<file path="src/rtl/to_upper_pkg.sv">
// Shared types and constants for the toUpper stream arbiter.
package to_upper_pkg;

  typedef enum logic [1:0] {
    IDLE   = 2'd0,
    GRANT0 = 2'd1,
    GRANT1 = 2'd2
  } state_t;

  localparam logic [7:0] ASCII_LF    = 8'h0A;
  localparam logic [7:0] LOWER_A     = 8'h61;
  localparam logic [7:0] LOWER_Z     = 8'h7A;
  localparam logic [7:0] CASE_OFFSET = 8'h20;

  // True for ASCII 'a'..'z'.
  function automatic logic is_lower(input logic [7:0] b);
    return (b >= LOWER_A) && (b <= LOWER_Z);
  endfunction

endpackage

</file>
<file path="src/rtl/to_upper_stream_arbiter_to_upper.sv">
// Combinational ASCII toUpper converter. Every lowercase letter has the form
// 011x_xxxx, so subtracting CASE_OFFSET is the same as clearing bit 5.
module to_upper_stream_arbiter_to_upper
  import to_upper_pkg::*;
(
  input  logic [7:0] din,
  output logic [7:0] dout
);

  logic lower;

  assign lower = is_lower(din);
  assign dout  = {din[7:6], din[5] & ~lower, din[4:0]};

endmodule

</file>
<file path="src/rtl/to_upper_stream_arbiter.sv">
// Two-channel byte-stream arbiter sharing one toUpper converter.
// Round-robin bursts end at a line feed, after MAX_BURST bytes, or when the
// granted requester goes idle. Optional conversion statistics are built when
// the macro UPPER_STATS_EN is defined.
module to_upper_stream_arbiter
  import to_upper_pkg::*;
#(
  parameter int MAX_BURST = 16,
  parameter int CNT_W     = 16
) (
  input  logic             clk,
  input  logic             rst,
  input  logic [1:0]       in_valid,
  input  logic [7:0]       in_data0,
  input  logic [7:0]       in_data1,
  output logic [1:0]       in_ready,
  output logic             out_valid,
  input  logic             out_ready,
  output logic [7:0]       out_data,
  output logic             out_id
`ifdef UPPER_STATS_EN
  ,
  output logic [CNT_W-1:0] conv_cnt0,
  output logic [CNT_W-1:0] conv_cnt1
`endif
);

  localparam logic [7:0] MAX_B8 = 8'(MAX_BURST);

  // Reject illegal configurations at elaboration time.
  if (MAX_BURST < 1 || MAX_BURST > 255 || CNT_W < 1) begin : g_bad_param
    $error("to_upper_stream_arbiter: illegal MAX_BURST or CNT_W");
  end

  state_t     state_reg;
  logic       rr_ptr_reg;
  logic [7:0] burst_cnt_reg;
  logic       out_valid_reg;
  logic [7:0] out_data_reg;
  logic       out_id_reg;

  logic       granted;
  logic       grant_ch;
  logic       out_free;
  logic       xfer;
  logic       burst_end;
  logic       idle_end;
  logic [7:0] sel_data;
  logic [7:0] conv_data;

  assign granted  = (state_reg == GRANT0) || (state_reg == GRANT1);
  assign grant_ch = (state_reg == GRANT1);
  assign out_free = ~out_valid_reg | out_ready;
  assign sel_data = grant_ch ? in_data1 : in_data0;
  assign xfer     = granted & in_valid[grant_ch] & out_free;

  // Release conditions: LF or full burst on a transfer, or the owner idling.
  assign burst_end = xfer & ((sel_data == ASCII_LF) ||
                             (burst_cnt_reg + 8'd1 == MAX_B8));
  assign idle_end  = granted & ~in_valid[grant_ch];

  // Only the granted channel sees ready, and only when the output can take a byte.
  always_comb begin
    in_ready = 2'b00;
    if (state_reg == GRANT0) in_ready[0] = out_free;
    if (state_reg == GRANT1) in_ready[1] = out_free;
  end

  to_upper_stream_arbiter_to_upper u_to_upper (
    .din  (sel_data),
    .dout (conv_data)
  );

  // Arbitration FSM with round-robin pointer and burst length tracking.
  always_ff @(posedge clk) begin
    if (rst) begin
      state_reg     <= IDLE;
      rr_ptr_reg    <= 1'b0;
      burst_cnt_reg <= 8'd0;
    end else begin
      case (state_reg)
        IDLE: begin
          case (in_valid)
            2'b01:   state_reg <= GRANT0;
            2'b10:   state_reg <= GRANT1;
            2'b11:   state_reg <= rr_ptr_reg ? GRANT1 : GRANT0;
            default: state_reg <= IDLE;
          endcase
        end
        GRANT0, GRANT1: begin
          if (burst_end || idle_end) begin
            burst_cnt_reg <= 8'd0;
            rr_ptr_reg    <= ~grant_ch;
            if (in_valid[~grant_ch]) state_reg <= grant_ch ? GRANT0 : GRANT1;
            else                     state_reg <= IDLE;
          end else if (xfer) begin
            burst_cnt_reg <= burst_cnt_reg + 8'd1;
          end
        end
        default: state_reg <= IDLE;
      endcase
    end
  end

  // Output register: reload on transfer, otherwise clear valid once accepted.
  always_ff @(posedge clk) begin
    if (rst) begin
      out_valid_reg <= 1'b0;
      out_data_reg  <= 8'h00;
      out_id_reg    <= 1'b0;
    end else if (xfer) begin
      out_valid_reg <= 1'b1;
      out_data_reg  <= conv_data;
      out_id_reg    <= grant_ch;
    end else if (out_ready) begin
      out_valid_reg <= 1'b0;
    end
  end

  assign out_valid = out_valid_reg;
  assign out_data  = out_data_reg;
  assign out_id    = out_id_reg;

`ifdef UPPER_STATS_EN
  logic [CNT_W-1:0] cnt_reg [2];

  for (genvar gi = 0; gi < 2; gi++) begin : g_stats
    // Saturating count of transferred bytes that the converter changes.
    always_ff @(posedge clk) begin
      if (rst) begin
        cnt_reg[gi] <= '0;
      end else if (xfer && (grant_ch == gi[0]) && is_lower(sel_data) &&
                   (cnt_reg[gi] != {CNT_W{1'b1}})) begin
        cnt_reg[gi] <= cnt_reg[gi] + 1'b1;
      end
    end
  end

  assign conv_cnt0 = cnt_reg[0];
  assign conv_cnt1 = cnt_reg[1];
`endif

endmodule

</file>
<file path="config.mk">
export PLATFORM = sky130hd
export DESIGN_NAME = to_upper_stream_arbiter
export DESIGN_NICKNAME = d
export VERILOG_FILES = /design/src/rtl/to_upper_pkg.sv /design/src/rtl/to_upper_stream_arbiter_to_upper.sv /design/src/rtl/to_upper_stream_arbiter.sv
export SDC_FILE = /design/constraint.sdc
export NUM_CORES = 1
export LEC_CHECK = 0
export CAP_MARGIN = 20
export CELL_PAD_IN_SITES_DETAIL_PLACEMENT = 1
export CELL_PAD_IN_SITES_GLOBAL_PLACEMENT = 1
export CORE_UTILIZATION = 37
export CTS_BUF_LIST = sky130_fd_sc_hd__clkbuf_2
export CTS_CLUSTER_SIZE = 8
export DETAILED_ROUTE_END_ITERATION = 7
export PLACE_DENSITY_LB_ADDON = 0.12
export SYNTH_ARGS = -nofsm -noshare
export SYNTH_HDL_FRONTEND = slang
export SYNTH_SLANG_ARGS = --single-unit
</file>
<file path="constraint.sdc">
create_clock -name clk -period 2.65 [get_ports clk]
set_input_delay 0.6625 -clock clk [delete_from_list [all_inputs] [get_ports clk]]
set_output_delay 0.6625 -clock clk [all_outputs]
set_load 0.01 [all_outputs]
</file>
; ---- Word level (Yosys, flattened, before mapping)
; Index checks and enable logic that the tools add are counted.
[word_totals]
output_inout_bits = 12
in_bits = 21
reg_bits = 21
[op_classes]
muxes = 17
bitwise = 10
reduce_logical = 10
eq_ne = 8
n_addsub = 1
n_lt_le_gt_ge = 4
[op_table]
columns = operator, n
row1 = $mux 8, 3
row2 = $add 8x1->8 const B, 1
row3 = $eq 8x4->1 const B, 1
row4 = $eq 8x5->1 const B, 1
row5 = $ge 8x7->1 const B, 1
row6 = $le 8x7->1 const B, 1
row7 = $mux 1, 8
row8 = $mux 2, 4
row9 = $eq 2x2->1 const B, 3
row10 = $pmux 2 s3, 1
row11 = $and 1x1->1, 5
row12 = $eq 2x1->1 const B, 2
row13 = $lt 1x2->1 const B, 2
row14 = $not 1->1, 4
row15 = $pmux 2 s2, 1
row16 = $reduce_and 2->1, 2
row17 = $reduce_bool 2->1, 2
row18 = $logic_or 1x1->1, 3
row19 = $logic_not 2->1, 1
row20 = $ne 2x2->1 const B, 1
row21 = $reduce_or 2->1, 1
row22 = $logic_and 1x1->1, 1
row23 = $or 1x1->1, 1

; ---- Logic depth before layout (Yosys ltp)
[depth]
word_depth = 9
ltp_mapped = 10

; ---- Hierarchy
; From an unflattened synthesis, not the netlist that was laid out.
[unflattened]
cells_unflattened = 181
hier_area_um2 = 1428.9
[by_module_without_submodules]
columns = mod, n_inst, seq_area_each_um2, area_each_um2, cells_per_inst
row1 = to_upper_stream_arbiter, 1, 420.4, 1328.8, 167
row2 = to_upper_stream_arbiter_to_upper, 1, 0.0, 100.1, 14

; ---- Worst setup path before layout
; No wires, ideal clock.
[synth_path]
path_kind = input -> register
from = input in_data1[4]
to = register rr_ptr_reg
slack_ps = 531
setup_time_ps = 86
t_arrival_ps = 2033
required_time_ps = 2564
path_buffers = 0
cell_stages = 6
cell_sequence = nor4_1 > nand3_1 > a211oi_1 > a31oi_1 > o211a_1 > a211oi_1
[synth_via]
elab_chain_cells = 6
[synth_rtl]
columns = element, line_no
row1 = "start, declared", to_upper_stream_arbiter.sv:15  ; input logic [7:0] in_data1,
row2 = $mux 8, to_upper_stream_arbiter.sv:54  ; assign sel_data = grant_ch ? in_data1 : in_data0;
row3 = $eq 8x4->1, to_upper_stream_arbiter.sv:58  ; assign burst_end = xfer & ((sel_data == ASCII_LF) ||
row4 = $logic_or 1x1->1, to_upper_stream_arbiter.sv:58
row5 = $and 1x1->1, to_upper_stream_arbiter.sv:58
row6 = $logic_or 1x1->1, to_upper_stream_arbiter.sv:91  ; if (burst_end || idle_end) begin
row7 = $reduce_and 2->1 (no line), n/a
row8 = "end signal, assigned", to_upper_stream_arbiter.sv:93  ; rr_ptr_reg <= ~grant_ch;
row9 = "end, declared", to_upper_stream_arbiter.sv:36  ; logic rr_ptr_reg;
; Every way passes these cells.
; A chain may end at the register's enable or synchronous reset.

; ---- Worst setup path in the final report
[layout_path]
from = input out_ready
to = output in_ready[0]
[layout_via]
elab_chain_cells = 2
[layout_rtl]
columns = element, line_no
row1 = "start, declared", to_upper_stream_arbiter.sv:18  ; input logic out_ready,
row2 = $or 1x1->1, to_upper_stream_arbiter.sv:53  ; assign out_free = ~out_valid_reg | out_ready;
row3 = $mux 1, to_upper_stream_arbiter.sv:65  ; if (state_reg == GRANT0) in_ready[0] = out_free;
row4 = "end, declared", to_upper_stream_arbiter.sv:16  ; output logic [1:0] in_ready,
; Every way passes these cells.

==> out/metrics.csv <==
stage,metric,value,unit
yosys,part of the Yosys area used for sequential elements,0.3212,
timing,Final min period,2.588,ns
timing,Final Setup Violations,0,
yosys,most common cell in the netlist,dfxtp_1,
yosys,Main synth FF type,dfxtp_1,
clocking,TritonCTS clock tree,built,
layout,Layout area overhead,32.89,%
floorplanning,Die Width,61.48,µm
placed_design,Post-DP HPWL,2900,µm
yosys,"Distinct cells, synth",42,
timing,max frequency,386.4,MHz
critical_path,Slowest cell on crit path,clkdlybuf4s50_1,
outcome,status,"finished, final reports clean",
yosys,Ys Warns,0,
yosys,Yosys reg bits,21,
drt,DRC Markers,0,
layout,# fillers,454,
floorplanning,die area,3779,µm²
power_and_ir_drop,Tot Pwr,0.8247,mW
clocking,post-CTS setup buffer count,0,
yosys,area share of the largest cell type after synthesis,0.3212,
critical_path,CP Launch Type,primary input,
critical_path,crit-path leading delay family,buffers and inverters,
layout,post-route insts no fill,246,
grt,Tot GR Track Use,0.2044,
clocking,CTS root buf,clkbuf_2,
layout,diode count,0,
placed_design,Placed Area,1714,µm²
critical_path,delay of the slowest critical-path stage,0.53,ns
critical_path,Buffers & Inverters on Critical Path,2,
critical_path,CP Class,primary input to output port,
drt,Avg WL per Cell,14.29,µm
layout,layout cells sized above 1,0.09500,
critical_path,Worst EP required,1.99,ns
floorplanning,Ports,33,
grt,pin count of the biggest net entering global routing,18,
floorplanning,initial core utilization,0.3891,
timing,unrepaired setup endpoints after global routing,no,
timing,Final Hold Viols,0,
yosys,"area leader, netlist",dfxtp_1,
grt,vias in the first global route,1305,
yosys,"FFs w/ async S/R, synth",0,
critical_path,"critical path, cell by cell",clkdlybuf4s50_1 > nand2b_1 > and2_1 > clkdlybuf4s50_1,
layout,Final #Nets,228,
worst_hold_path,hold crit path type,register to register,
timing,Final Cycle Share,0.9766,
power_and_ir_drop,Power Dens Cells,474.2,nW/µm²
yosys,synthesized area,1309,µm²
timing,Pins Over Slew Limit,0,
power_and_ir_drop,Lkg Pwr,0.6183,nW
power_and_ir_drop,Max VDD drop,0.1870,mV
drt,via count,1332,
clocking,Sink Count,21,
yosys,Avg Synthesized Cell Area,8.029,µm²
timing,Slew @ Worst Pin,0.4735,ns
layout,design area,1739,µm²
timing,Setup Skew,0.006052,ns
timing,setup TNS,0,ns
drt,Total Wirelength,3515,µm
placed_design,I/O Buffers,32,
grt,grt total ovfl,0,
yosys,Post-Synthesis Cells,163,
drt,via/cell ratio,5.415,
placed_design,routability cong.,0.8398,
clocking,H-tree depth,1,
placed_design,placed cells,242,
timing,Relative slew margins,0.6843,
clocking,Max Buffers Root-to-Sink,2,
drt,drt initial violations,31,
yosys,synth top area cells,"dfxtp_1 (32%), ha_1 (5.7%), a21oi_1 (4.6%), mux2i_1 (4.6%), nor2_1 (4.6%)",
yosys,post-synth net total,190,
floorplanning,# rows,21,
clocking,total CTS buffers,3,
floorplanning,DIE HEIGHT,61.48,µm
critical_path,kind of end point of the critical path,output port,
yosys,Post-synth EDFFs,0,
grt,global-route wire length before repair,5733,µm
critical_path,WP data arrival,1.93,ns
clocking,clk_lat worst skew,0.32,ns
run,max-cap violations,0,
clocking,Clock transition at path regs,0.21,ns
drt,post-route ant nets,0,
critical_path,Max Fanout on Critical Path,3,
yosys,commonest cells in the netlist,"dfxtp_1 (21), nor2_1 (16), nand2_1 (14), a21oi_1 (12), nand2b_1 (8)",
grt,antenna violations before repair,0,
drt,drt first pass iters,4,
floorplanning,Core Area,3363,µm²
critical_path,r2r setup slk,0.33,ns
critical_path,Most common cell on crit path,clkdlybuf4s50_1,
==> layer usage <==
metal | routed length (µm) | up-vias | global-route usage
met1 | 1554 | 644 | 0.2370
li1 | - | 668 | -
met5 | 0 | - | 0
met4 | 21 | 0 | 0.04762
met2 | 1851 | 18 | 0.3929
met3 | 88 | 2 | 0.02941
==> kinds of logic (layout without fill, tap and decap cells) <==
family,after synthesis,in the layout,share of synthesized area
DFF,21,21,0.3212
and+or+nand+nor,69,69,0.2782
muxes,8,8,0.06310
buffers and inverters,14,51,0.04494
adders and majority gates,6,6,0.05736
AOI/OAI and AO/OA,45,45,0.2352
==> path summary, 6_finish.rpt <==
| check | from | end | cells after the start |
|---|---|---|---|
| setup / recovery | out_ready | in_ready[0] | 4 |
| setup reg to reg | burst_cnt_reg[0] | burst_cnt_reg[7] | 7 |
| hold / removal | out_id | out_id | 2 |
| hold reg to reg | out_id | out_id | 2 |
==> worst register-to-register path, stage by stage, from the launching register on <==
cell and delay [ns]:
dfxtp_1 0.46, ha_1 0.30, nand4_2 0.15, or2_1 0.28, a211o_1 0.34, a311oi_4 0.43
a41oi_1 0.18, a31oi_1 0.15
==> per-stage QoR <==
stage	util	hold WS, ns	setup WS, ns
finish	0.5171	0.4774	0.06189
global route	0.5171	0.5119	0.01121
CTS	0.5156	0.4802	0.03713
detailed placement	0.5097	0.4521	0.04005
global placement	0.5097	0.4488	0.1095
floorplan	-	0.4593	0.5314
==> power breakdown <==
group | total (mW) | internal, mW | switching [mW]
sequential | 0.370 | 0.348 | 0.0218
combinational | 0.317 | 0.161 | 0.156
clock | 0.138 | 0.0342 | 0.104
==> placed cells by master, fill, tap and decap left out, types with 3 or more instances in the layout <==
cell type,count
nor2_1,16
dfxtp_1,21
nand2_1,14
buf_4,8
clkdlybuf4s50_1,31
o21ai_0,7
ha_1,5
a211oi_1,6
nor3_1,5
mux2i_1,6
a31oi_1,7
nor4_1,5
nand3_1,3
clkbuf_2,3
a21oi_1,12
inv_1,7
nand2b_1,8
and2_1,5
==> layout make-up <==
cell class / instances / area, µm² / share of cell area
clock buffer: 3 / 15.01 / 0.008633
clock inverter: 1 / 5.005 / 0.002878
inverter: 7 / 26.28 / 0.01511
multi-input combinational: 128 / 832.0 / 0.4784
sequential: 21 / 420.4 / 0.2417
tap: 46 / 57.56 / 0.03309
timing repair buffer: 40 / 382.9 / 0.2201
==> timing repair <==
action                                  4_1_cts  5_1_grt
hold buffers                                  0        0
gates resized for setup                       0        2
endpoints found under the setup margin        0        1
Note: power is estimated with default switching activity, not from simulation.
